**src/rtl/rob_pkg.sv**
```systemverilog
// Shared definitions for the ROB rollback walker.
// Latency: n/a (types and constants only).
// Backpressure: n/a.
package rob_pkg;

    // Default ROB index width; DEPTH = 2**ROB_PTR_WIDTH.
    localparam int ROB_PTR_WIDTH = 4;

    typedef enum logic [1:0] {
        ST_IDLE = 2'd0,
        ST_WALK = 2'd1,
        ST_DONE = 2'd2
    } walk_state_e;

endpackage : rob_pkg

```
**src/rtl/rob_age_compare.sv**
```systemverilog
// Age comparison of two ROB indices relative to the current head.
// Latency: combinational.
// Backpressure: none.
// Ports: a, b (ROB indices), head (oldest entry) -> a_older = age(a) < age(b).
module rob_age_compare #(
    parameter int PTR_WIDTH = 4
) (
    input  logic [PTR_WIDTH-1:0] a,
    input  logic [PTR_WIDTH-1:0] b,
    input  logic [PTR_WIDTH-1:0] head,
    output logic                 a_older
);

    // Subtraction wraps naturally at PTR_WIDTH bits, giving distance from head.
    logic [PTR_WIDTH-1:0] age_a;
    logic [PTR_WIDTH-1:0] age_b;

    assign age_a   = a - head;
    assign age_b   = b - head;
    assign a_older = (age_a < age_b);

endmodule : rob_age_compare

```
**src/rtl/rob_rollback_walker.sv**
```systemverilog
// Rolls the ROB back after a mispredict: squashes tail-1 down to branch+1, one per cycle, then restores tail.
// Latency: req at edge N -> first squash visible after N; K squashes -> tail restore visible after edge N+K.
// Backpressure: none accepted; holds dispatch_stall while walking or while a request is pending.
// Ports: clk, reset (sync, active-low), recover/recover_ptr request, rob_head_ptr/rob_tail_ptr ROB state;
//        squash_valid/squash_idx per-entry squash, tail_restore_valid/ptr restore pulse,
//        dispatch_stall, busy, squash_count (entries squashed by the last completed rollback).
module rob_rollback_walker
    import rob_pkg::*;
#(
    parameter int PTR_WIDTH = ROB_PTR_WIDTH
) (
    input  logic                 clk,
    input  logic                 reset,
    input  logic                 recover,
    input  logic [PTR_WIDTH-1:0] recover_ptr,
    input  logic [PTR_WIDTH-1:0] rob_head_ptr,
    input  logic [PTR_WIDTH-1:0] rob_tail_ptr,
    output logic                 squash_valid,
    output logic [PTR_WIDTH-1:0] squash_idx,
    output logic                 tail_restore_valid,
    output logic [PTR_WIDTH-1:0] tail_restore_ptr,
    output logic                 dispatch_stall,
    output logic                 busy,
    output logic [PTR_WIDTH:0]   squash_count
);

    walk_state_e          state_q;
    logic                 recover_q;
    logic                 pending_q;
    logic [PTR_WIDTH-1:0] pend_ptr_q;
    logic [PTR_WIDTH-1:0] stop_q;
    logic [PTR_WIDTH-1:0] cur_q;
    logic [PTR_WIDTH:0]   cnt_q;

    logic                 req;
    logic                 start;
    logic [PTR_WIDTH-1:0] start_ptr;
    logic [PTR_WIDTH-1:0] start_p1;
    logic [PTR_WIDTH-1:0] tail_m1;
    logic                 new_older;
    logic                 retarget;
    logic [PTR_WIDTH-1:0] stop_eff;
    logic [PTR_WIDTH-1:0] stop_eff_p1;
    logic [PTR_WIDTH-1:0] cur_m1;

    // Only a rising edge of the level request starts a rollback.
    assign req       = recover & ~recover_q;
    assign start     = req | pending_q;
    assign start_ptr = pending_q ? pend_ptr_q : recover_ptr;
    assign start_p1  = start_ptr + 1'b1;
    assign tail_m1   = rob_tail_ptr - 1'b1;
    assign cur_m1    = cur_q - 1'b1;

    rob_age_compare #(
        .PTR_WIDTH (PTR_WIDTH)
    ) u_age_compare (
        .a       (recover_ptr),
        .b       (stop_q),
        .head    (rob_head_ptr),
        .a_older (new_older)
    );

    // An older branch arriving mid-walk extends the walk; the new stop point
    // must already govern this cycle's termination test.
    assign retarget    = req & new_older;
    assign stop_eff    = retarget ? recover_ptr : stop_q;
    assign stop_eff_p1 = stop_eff + 1'b1;

    always_ff @(posedge clk) begin
        if (!reset) begin
            state_q            <= ST_IDLE;
            recover_q          <= 1'b0;
            pending_q          <= 1'b0;
            pend_ptr_q         <= '0;
            stop_q             <= '0;
            cur_q              <= '0;
            cnt_q              <= '0;
            squash_valid       <= 1'b0;
            squash_idx         <= '0;
            tail_restore_valid <= 1'b0;
            tail_restore_ptr   <= '0;
            squash_count       <= '0;
        end else begin
            recover_q <= recover;
            case (state_q)
                ST_IDLE: begin
                    if (start) begin
                        stop_q    <= start_ptr;
                        cur_q     <= tail_m1;
                        cnt_q     <= '0;
                        pending_q <= 1'b0;
                        if (start_p1 == rob_tail_ptr) begin
                            // Branch is already the youngest entry: nothing to squash.
                            state_q            <= ST_DONE;
                            tail_restore_valid <= 1'b1;
                            tail_restore_ptr   <= start_p1;
                        end else begin
                            state_q      <= ST_WALK;
                            squash_valid <= 1'b1;
                            squash_idx   <= tail_m1;
                        end
                    end
                end
                ST_WALK: begin
                    cnt_q  <= cnt_q + 1'b1;
                    stop_q <= stop_eff;
                    if (cur_q == stop_eff_p1) begin
                        state_q            <= ST_DONE;
                        squash_valid       <= 1'b0;
                        squash_idx         <= '0;
                        tail_restore_valid <= 1'b1;
                        tail_restore_ptr   <= stop_eff_p1;
                    end else begin
                        cur_q      <= cur_m1;
                        squash_idx <= cur_m1;
                    end
                end
                ST_DONE: begin
                    state_q            <= ST_IDLE;
                    tail_restore_valid <= 1'b0;
                    tail_restore_ptr   <= '0;
                    squash_count       <= cnt_q;
                    // One-deep buffer for a request landing on the restore cycle.
                    if (req) begin
                        pending_q  <= 1'b1;
                        pend_ptr_q <= recover_ptr;
                    end
                end
                default: begin
                    state_q <= ST_IDLE;
                end
            endcase
        end
    end

    assign busy           = (state_q != ST_IDLE);
    assign dispatch_stall = (state_q != ST_IDLE) | pending_q;

endmodule : rob_rollback_walker

```
**config.mk**
```make
export PLATFORM = sky130hd
export DESIGN_NAME = rob_rollback_walker
export DESIGN_NICKNAME = d
export VERILOG_FILES = /design/src/rtl/rob_pkg.sv /design/src/rtl/rob_age_compare.sv /design/src/rtl/rob_rollback_walker.sv
export SDC_FILE = /design/constraint.sdc
export NUM_CORES = 1
export LEC_CHECK = 0
export ABC_AREA = 1
export CORE_MARGIN = 1
export CORE_UTILIZATION = 60
export CTS_BUF_LIST = sky130_fd_sc_hd__clkbuf_4 sky130_fd_sc_hd__clkbuf_8 sky130_fd_sc_hd__clkbuf_16
export DETAILED_ROUTE_END_ITERATION = 10
export PLACE_DENSITY = 0.86
export SYNTH_ARGS = -nofsm -noshare
export SYNTH_HDL_FRONTEND = slang
export SYNTH_SLANG_ARGS = --single-unit
export TNS_END_PERCENT = 10
```
**constraint.sdc**
```tcl
create_clock -name clk -period 4.7 [get_ports clk]
set_input_delay 0.47 -clock clk [delete_from_list [all_inputs] [get_ports clk]]
set_output_delay 0.47 -clock clk [all_outputs]
set_load 0.03 [all_outputs]
```
==> results of run 1 <==
[synthesized netlist by cell type (3+ instances only)]
cell and count:
sky130_fd_sc_hd__a21oi_1 27, sky130_fd_sc_hd__nor2_1 29, sky130_fd_sc_hd__inv_1 43, sky130_fd_sc_hd__ha_1 17, sky130_fd_sc_hd__dfxtp_1 36, sky130_fd_sc_hd__clkbuf_1 3
sky130_fd_sc_hd__o22ai_1 3, sky130_fd_sc_hd__o21ai_0 20, sky130_fd_sc_hd__nor3_1 4, sky130_fd_sc_hd__nand3_2 7, sky130_fd_sc_hd__nand3_1 19, sky130_fd_sc_hd__xor2_1 4
sky130_fd_sc_hd__nor2_2 5, sky130_fd_sc_hd__a22oi_1 3, sky130_fd_sc_hd__nand4_1 6, sky130_fd_sc_hd__nand2_1 63, sky130_fd_sc_hd__nand2_4 6, sky130_fd_sc_hd__inv_2 5
sky130_fd_sc_hd__nand2_2 6, sky130_fd_sc_hd__xnor2_1 10
[per-stage QoR]
stage               total power [W]  setup WS, ps  area, µm²
detailed placement          0.00175           483       2790
global placement            0.00171           600       2790
finish                      0.00204           760       2900
global route                0.00220           488       2900
floorplan                   0.00142          1360       2450
CTS                         0.00203           778       2900
[registers in the layout (all words and copies together), names as in the netlist, 2 cells and up]
name              count
cnt_q                 5
stop_q                4
cur_q                 4
state_q               2
squash_count          5
pend_ptr_q            4
tail_restore_ptr      4
squash_idx            4
[area by class of cell]
cell class	instances	area (µm²)
inverters	48	180
repair buffers	31	310
well taps	48	60.1
multi-input cells	247	1510
flip-flops and latches	36	721
clock inverters	3	46.3
fillers	289	898
clock buffers	5	68.8
[routing by layer]
metal | global-route usage (%) | up-vias | share of wire (%)
met4 | 11.7 | 0 | 2.1
li1 | - | 1165 | -
met3 | 6.21 | 13 | 5.8
met1 | 36.4 | 1065 | 44
met2 | 49.1 | 76 | 48
met5 | 0 | - | 0
[worst max path at each step]
| stage | from | endpoint | slack (ps) | depth (start not counted) |
|---|---|---|---|---|
| finish | recover_ptr[0] | tail_restore_ptr[3]$_SDFFE_PN0P_ | 760 | 21 |
| global route | rob_head_ptr[1] | tail_restore_ptr[3]$_SDFFE_PN0P_ | 490 | 22 |
| CTS | recover_ptr[2] | tail_restore_ptr[3]$_SDFFE_PN0P_ | 780 | 20 |
| detailed placement | recover_ptr[0] | tail_restore_ptr[3]$_SDFFE_PN0P_ | 480 | 21 |
| global placement | recover_ptr[0] | tail_restore_valid$_SDFFE_PN0P_ | 600 | 21 |
| floorplan | rob_head_ptr[2] | tail_restore_ptr[0]$_SDFFE_PN0P_ | 1360 | 20 |
[cells by family (layout without fill, tap and decap cells)]
group,count (synthesis),after routing,synth area share (%)
compound gates,60,60,13.6
xor+xnor,14,14,5.00
buf+inv,54,87,8.92
simple gates,154,154,32.8
fa+ha+maj,19,19,10.3
flops,36,36,29.4
[worst max-delay path, cell delays in order]
cell and delay (ps):
sky130_fd_sc_hd__clkdlybuf4s50_1 540, sky130_fd_sc_hd__inv_1 100, sky130_fd_sc_hd__ha_1 230, sky130_fd_sc_hd__fa_1 390, sky130_fd_sc_hd__xnor2_1 140, sky130_fd_sc_hd__ha_1 290, sky130_fd_sc_hd__nand2_1 80, sky130_fd_sc_hd__inv_1 40
sky130_fd_sc_hd__nand2_1 220, sky130_fd_sc_hd__nand2_4 130, sky130_fd_sc_hd__nand2_4 90, sky130_fd_sc_hd__nand2_4 70, sky130_fd_sc_hd__ha_1 330, sky130_fd_sc_hd__xnor2_1 200, sky130_fd_sc_hd__nand3_2 130, sky130_fd_sc_hd__nor2_4 130
sky130_fd_sc_hd__nand3_4 110, sky130_fd_sc_hd__nand2_4 110, sky130_fd_sc_hd__nand3_4 120, sky130_fd_sc_hd__nor2_1 160, sky130_fd_sc_hd__nor2_2 50
[power by group]
group          total (W)  switching, W  internal (W)
clock           0.000282      0.000122      0.000160
sequential      0.000477     0.0000766      0.000401
combinational    0.00128      0.000812      0.000465
==> metrics.log, run 1 <==
[metrics] result of the run: finished, final reports clean
[metrics] Synthesized Nets: 371
[metrics] Crit Path Max Fanout: 10
[metrics] wire length of the first global-routing pass: 9700 µm
[metrics] synthesis-to-finish area growth: 18.2%
[metrics] Relative slew margins: 48.7%
[metrics] Worst Hold Slack: between 400 and 500 ps
[metrics] instance count along the most critical hold path: 2
[metrics] root buf cell: sky130_fd_sc_hd__clkbuf_8
[metrics] Post-CTS Resized: 0
[metrics] post-route ant nets: 0
[metrics] CTS sink count: 36
[metrics] max-slew violation count: 0
[metrics] number of max-cap violations: 0
[metrics] final cycle utilization of the critical path: 83.8%
[metrics] weighted congestion at the end of routability-driven global placement: 0.970
[metrics] fraction of layout instances using a drive strength above 1: 12.7%
[metrics] number of vias after detailed routing: 2319
[metrics] Post-Synthesis Cell Area: 0.00245 mm²
[metrics] fin util: 76.4%
[metrics] total inserted antenna cells: 0
[metrics] count of input and output buffers: 31
[metrics] cell count after synthesis: 337
[metrics] worst endpoint data arrival time: 4130 ps
[metrics] core outline area: 0.00380 mm²
[metrics] Skew-Pair Late Insertion Delay: 290 ps
[metrics] number of design-rule violations left by the first detailed-router iteration: 172
[metrics] commonest non-fill, non-tap cells in the layout: 63 x sky130_fd_sc_hd__nand2_1, 43 x sky130_fd_sc_hd__inv_1, 36 x sky130_fd_sc_hd__dfxtp_1
[metrics] kind of capture point of the worst setup path: flip-flop
[metrics] maximum number of pins on one net before global-route repair: 24
[metrics] number of failing hold endpoints at the final stage: 0
[metrics] number of standard cells in the layout, taps in and fillers out: 418
[metrics] synth unique cells: 36
[metrics] io pins: 32
[metrics] min-delay worst type: flip-flop to flip-flop
[metrics] post-synthesis sequential area ratio: 29.4%
[metrics] combined global-route utilization of all metal layers: 29.3%
[metrics] wire length after detailed routing: 5710 µm
[metrics] dominant cells by area after synthesis: sky130_fd_sc_hd__dfxtp_1 29%, sky130_fd_sc_hd__nand2_1 9.6%, sky130_fd_sc_hd__ha_1 8.7%
[metrics] floorplan die height: ~66 µm
[metrics] net count of the finished layout: 403
[metrics] routed wirelength normalized by instance count: roughly 14 µm
[metrics] top_reg_cell synth: sky130_fd_sc_hd__dfxtp_1
[metrics] setup violation total in the final timing report: 0
[metrics] YS warnings: 0
[metrics] transition time at the pin with the least slew margin: 767 ps
[metrics] clock-pin transition on the worst setup and hold timing paths: 80 ps
[metrics] number of antenna violations at the first check in global routing: 0
[metrics] endpoint of the worst register-to-register path: tail_restore_ptr[3]$_SDFFE_PN0P_
[metrics] CTS tree: built
[metrics] post-route setup TNS: 0 ps
[metrics] proportion of synthesized flip-flops having asynchronous set or reset: 0%
[metrics] number of buffers between clock root and the deepest sink: 2
[metrics] Overflow after GRT: 0
[metrics] Inserted Clock Buffers: 5
[metrics] per-instance average area after synthesis: 7.28 µm²
[metrics] maximum vdd ir drop: 463 µV
[metrics] number of flops mapped to enable cells by yosys: 0
[metrics] Crit path required time: between 4000 and 5000 ps
[metrics] Hold Startpoint: pend_ptr_q[3]$_SDFFE_PN0P_
[metrics] initial cell density of the core: about 65%
[metrics] area share of the leading cell type in the synthesized netlist: between 20% and 30%
[metrics] PD cells: 702 mW/mm²
[metrics] number of global-route vias before repair: 2178
[metrics] setup repair after global routing missed its margin: no
[metrics] r2r startpoint: stop_q[0]$_SDFFE_PN0P_
[metrics] flops & latches, synth: 36
[metrics] hold buffers post-CTS: 0
[metrics] H-tree depth: 2
[metrics] WHS Endpoint: pend_ptr_q[3]$_SDFFE_PN0P_
[metrics] vias per cell: 5.55
[metrics] number of rows in the core area: 22
[metrics] First-pass DRT Iterations: 4
[metrics] Final min period: 3940 ps
[metrics] HPWL after DPL: 4380 µm
[metrics] final clock skew: roughly 4.5 ps
[metrics] number of cells on the worst reg-to-reg path: 21
[metrics] cell leakage power: 1.28 nW
[metrics] horizontal extent of the die: roughly 66 µm
[metrics] most common cell after layout, fill and taps aside: sky130_fd_sc_hd__nand2_1
[metrics] number of DRC violations after detailed routing: 0
[metrics] Cells after DPL: 410
[metrics] type of the worst setup path: primary input to flip-flop
[metrics] Post-CTS Setup Bufs: 0
[metrics] post-synthesis cell type with the largest combined area: sky130_fd_sc_hd__dfxtp_1
[metrics] setup slack of the most critical reg-to-reg path: 1190 ps
[metrics] f_max: 0.254 GHz
[metrics] Die Area: 0.00435 mm²
[metrics] Worst Setup Start Kind: primary input
No activity file was read; power rests on OpenSTA's default activity.
==> inputs of run 2 (changes only) <==
Settings changed: CORE_UTILIZATION 60 to 55, PLACE_DENSITY 0.86 to 0.8.
Clock period 4.7 ns to 3.7 ns, I/O delays scaled along.
==> run 2 against run 1 <==
Die area grew 8.8%. Sequential share of layout area shrank 1.0 points. Sequential cell count is the same. Clock-buffer cell count is the same. Clock power shrank 3%. Sequential power grew 27%. Core utilization shrank 3.3 points.
==> metrics.log, run 2 (synthesis gave the netlist of run 1 again) <==
[metrics] final cycle utilization of the critical path: 93.0%
[metrics] Post-Place Cell Area: 0.00291 mm² (+4.4%)
[metrics] setup repair after global routing missed its margin: no
[metrics] number of max-cap violations: 0 (unchanged)
[metrics] Filler cells: 340 (+18%)
[metrics] Overflow after GRT: 0 (unchanged)
[metrics] transition time at the pin with the least slew margin: 530 ps (-237 ps)
[metrics] commonest non-fill, non-tap cells in the layout: 63 x sky130_fd_sc_hd__nand2_1, 43 x sky130_fd_sc_hd__inv_1, 36 x sky130_fd_sc_hd__dfxtp_1
[metrics] Post-CTS Setup Bufs: 0 (unchanged)
[metrics] Relative slew margins: 64.7% (+16 points)
[metrics] io pins: 32 (unchanged)
[metrics] Crit. Startpoint: rob_head_ptr[2]
[metrics] floorplan die height: 68.8 µm (+4.3%)
[metrics] H-tree depth: 2 (unchanged)
[metrics] number of antenna violations at the first check in global routing: 0 (unchanged)
[metrics] min-delay worst type: flip-flop to flip-flop
[metrics] number of DRC violations after detailed routing: 0 (unchanged)
[metrics] post-route ant nets: 0 (unchanged)
[metrics] cell leakage power: 1.35 nW (+5.9%)
[metrics] max-slew violation count: 0 (unchanged)
[metrics] synthesis-to-finish area growth: 23.3%
[metrics] CTS sink count: 36 (unchanged)
[metrics] number of failing hold endpoints at the final stage: 0 (unchanged)
[metrics] number of design-rule violations left by the first detailed-router iteration: 137 (-20%)
[metrics] CTS tree: built
[metrics] PD cells: 875 mW/mm² (+25%)
[metrics] routed wirelength normalized by instance count: 13.3 µm (-2.4%)
[metrics] area taken by flip-flops and latches: 721 µm² (unchanged)
[metrics] final clock skew: 6.39 ps (+1.92 ps)
[metrics] Crit Path Max Fanout: 5 (-5)
[metrics] Skew-Pair Late Insertion Delay: 290 ps (about the same)
[metrics] fraction of layout instances using a drive strength above 1: 17.1% (+4.4 points)
[metrics] vias per cell: 5.32 (-4.1%)
[metrics] final instance area: 0.00303 mm² (+4.3%)
[metrics] Crit path required time: 3880 ps (-1010 ps)
[metrics] number of global-route vias before repair: 2117 (-2.8%)
[metrics] most common cell after layout, fill and taps aside: sky130_fd_sc_hd__nand2_1
[metrics] Cells after DPL: 428 (+4.4%)
[metrics] setup violation total in the final timing report: 0 (unchanged)
[metrics] r2r startpoint: stop_q[0]$_SDFFE_PN0P_
[metrics] total inserted antenna cells: 0 (unchanged)
[metrics] number of rows in the core area: 23 (+4.5%)
[metrics] initial cell density of the core: 59.2% (-5.4 points)
[metrics] post-route setup TNS: 0 ps (unchanged)
[metrics] Regs by FF count: cnt_q (5), squash_count (5)
[metrics] root buf cell: sky130_fd_sc_hd__clkbuf_8
[metrics] worst endpoint data arrival time: 3620 ps (-510 ps)
[metrics] Inserted Clock Buffers: 5 (unchanged)
[metrics] weighted congestion at the end of routability-driven global placement: 0.936 (-3.5%)
[metrics] First-pass DRT Iterations: 4 (unchanged)
[metrics] Worst Setup Start Kind: primary input
[metrics] Die Area: 0.00473 mm² (+8.8%)
[metrics] type of the worst setup path: primary input to flip-flop
[metrics] HPWL after DPL: 4400 µm (+0.44%)
[metrics] clock-pin transition on the worst setup and hold timing paths: 70 ps (about the same)
[metrics] number of standard cells in the layout, taps in and fillers out: 437 (+4.5%)
[metrics] f_max: just under 0.3 GHz
[metrics] net count of the finished layout: 420 (+4.2%)
[metrics] count of input and output buffers: 31 (unchanged)
[metrics] number of buffers between clock root and the deepest sink: 2 (unchanged)
[metrics] core outline area: 0.00414 mm² (+9.1%)
[metrics] wire length after detailed routing: 5830 µm (+2.0%)
[metrics] combined global-route utilization of all metal layers: 27.2% (-2.1 points)
[metrics] maximum number of pins on one net before global-route repair: 15 (-38%)
[metrics] horizontal extent of the die: 68.8 µm (+4.3%)
[metrics] number of vias after detailed routing: 2325 (+0.26%)
[metrics] maximum vdd ir drop: 500 µV (+8.0%)
[metrics] kind of capture point of the worst setup path: flip-flop
[metrics] Hold Startpoint: pend_ptr_q[3]$_SDFFE_PN0P_
[metrics] result of the run: finished, final reports clean
[metrics] fin util: 73.0% (-3.3 points)
[metrics] Final min period: roughly 3400 ps
[metrics] area of the multi-input gates: 0.00154 mm² (+2.0%)
[metrics] wire length of the first global-routing pass: 9510 µm (-2.0%)
[run 2: what timing repair did]
action	in CTS	in global routing
setup endpoints to repair	0	14
hold buffers	0	0
gates resized for setup	0	3
[run 2: report_power, final]
group | leakage (nW) | switching, W | total [W] | internal (W)
registers | 0.295 | 0.0000970 | 0.000606 | 0.000509
clock network | 0.0479 | 0.000142 | 0.000273 | 0.000131
logic | 1.01 | 0.00108 | 0.00177 | 0.000685
[run 2: layout make-up]
type / instances / area share [%]
Sequential cell: 36 / 23.8
Tap cell: 50 / 2.07
Multi-Input combinational cell: 248 / 51.0
Timing Repair Buffer: 47 / 14.2
Clock inverter: 3 / 0.620
Clock buffer: 5 / 2.27
Inverter: 48 / 5.96
[run 2: critical path, cell delays in order]
cell and delay, ps:
sky130_fd_sc_hd__clkdlybuf4s50_1 450, sky130_fd_sc_hd__inv_1 70, sky130_fd_sc_hd__ha_1 300, sky130_fd_sc_hd__a21oi_1 130, sky130_fd_sc_hd__o21ai_1 90, sky130_fd_sc_hd__xor2_1 150
sky130_fd_sc_hd__ha_1 310, sky130_fd_sc_hd__a21o_1 210, sky130_fd_sc_hd__nor2_8 140, sky130_fd_sc_hd__nand2_4 80, sky130_fd_sc_hd__nand2_2 70, sky130_fd_sc_hd__nand2_2 70
sky130_fd_sc_hd__ha_4 290, sky130_fd_sc_hd__xnor2_2 110, sky130_fd_sc_hd__nand3_2 120, sky130_fd_sc_hd__nor2_4 130, sky130_fd_sc_hd__nand3_4 100, sky130_fd_sc_hd__nand2_4 110
sky130_fd_sc_hd__nand3_2 130, sky130_fd_sc_hd__nor2_1 140, sky130_fd_sc_hd__nor2_2 50
[run 2: stage by stage]
stage / hold WS [ps] / power (W) / worst slack [ps]
final: 462 / 0.00265 / 260
after detailed placement: 451 / 0.00229 / -186
after CTS: 461 / 0.00258 / 98.6
after global routing: 493 / 0.00286 / 59.5
after floorplan: 429 / 0.00181 / 460
after global placement: 442 / 0.00226 / -74.5
[run 2: routing by layer]
layer  GRT usage [%]  vias to the layer above  share of wire (%)
li1                -                     1200                  -
met1            36.1                     1057                 47
met2            45.3                       60                 47
met3            4.61                        8                5.0
met4            7.40                        0                1.2
met5               0                        -                  0
[run 2: path summary, 6_finish.rpt]
check | depth (start not counted) | to | slack (ps)
setup / recovery | 21 | tail_restore_ptr[3]$_SDFFE_PN0P_ | 260
hold / removal | 2 | pend_ptr_q[3]$_SDFFE_PN0P_ | 460
setup reg to reg | 21 | tail_restore_ptr[3]$_SDFFE_PN0P_ | 450
hold reg to reg | 2 | pend_ptr_q[3]$_SDFFE_PN0P_ | 460
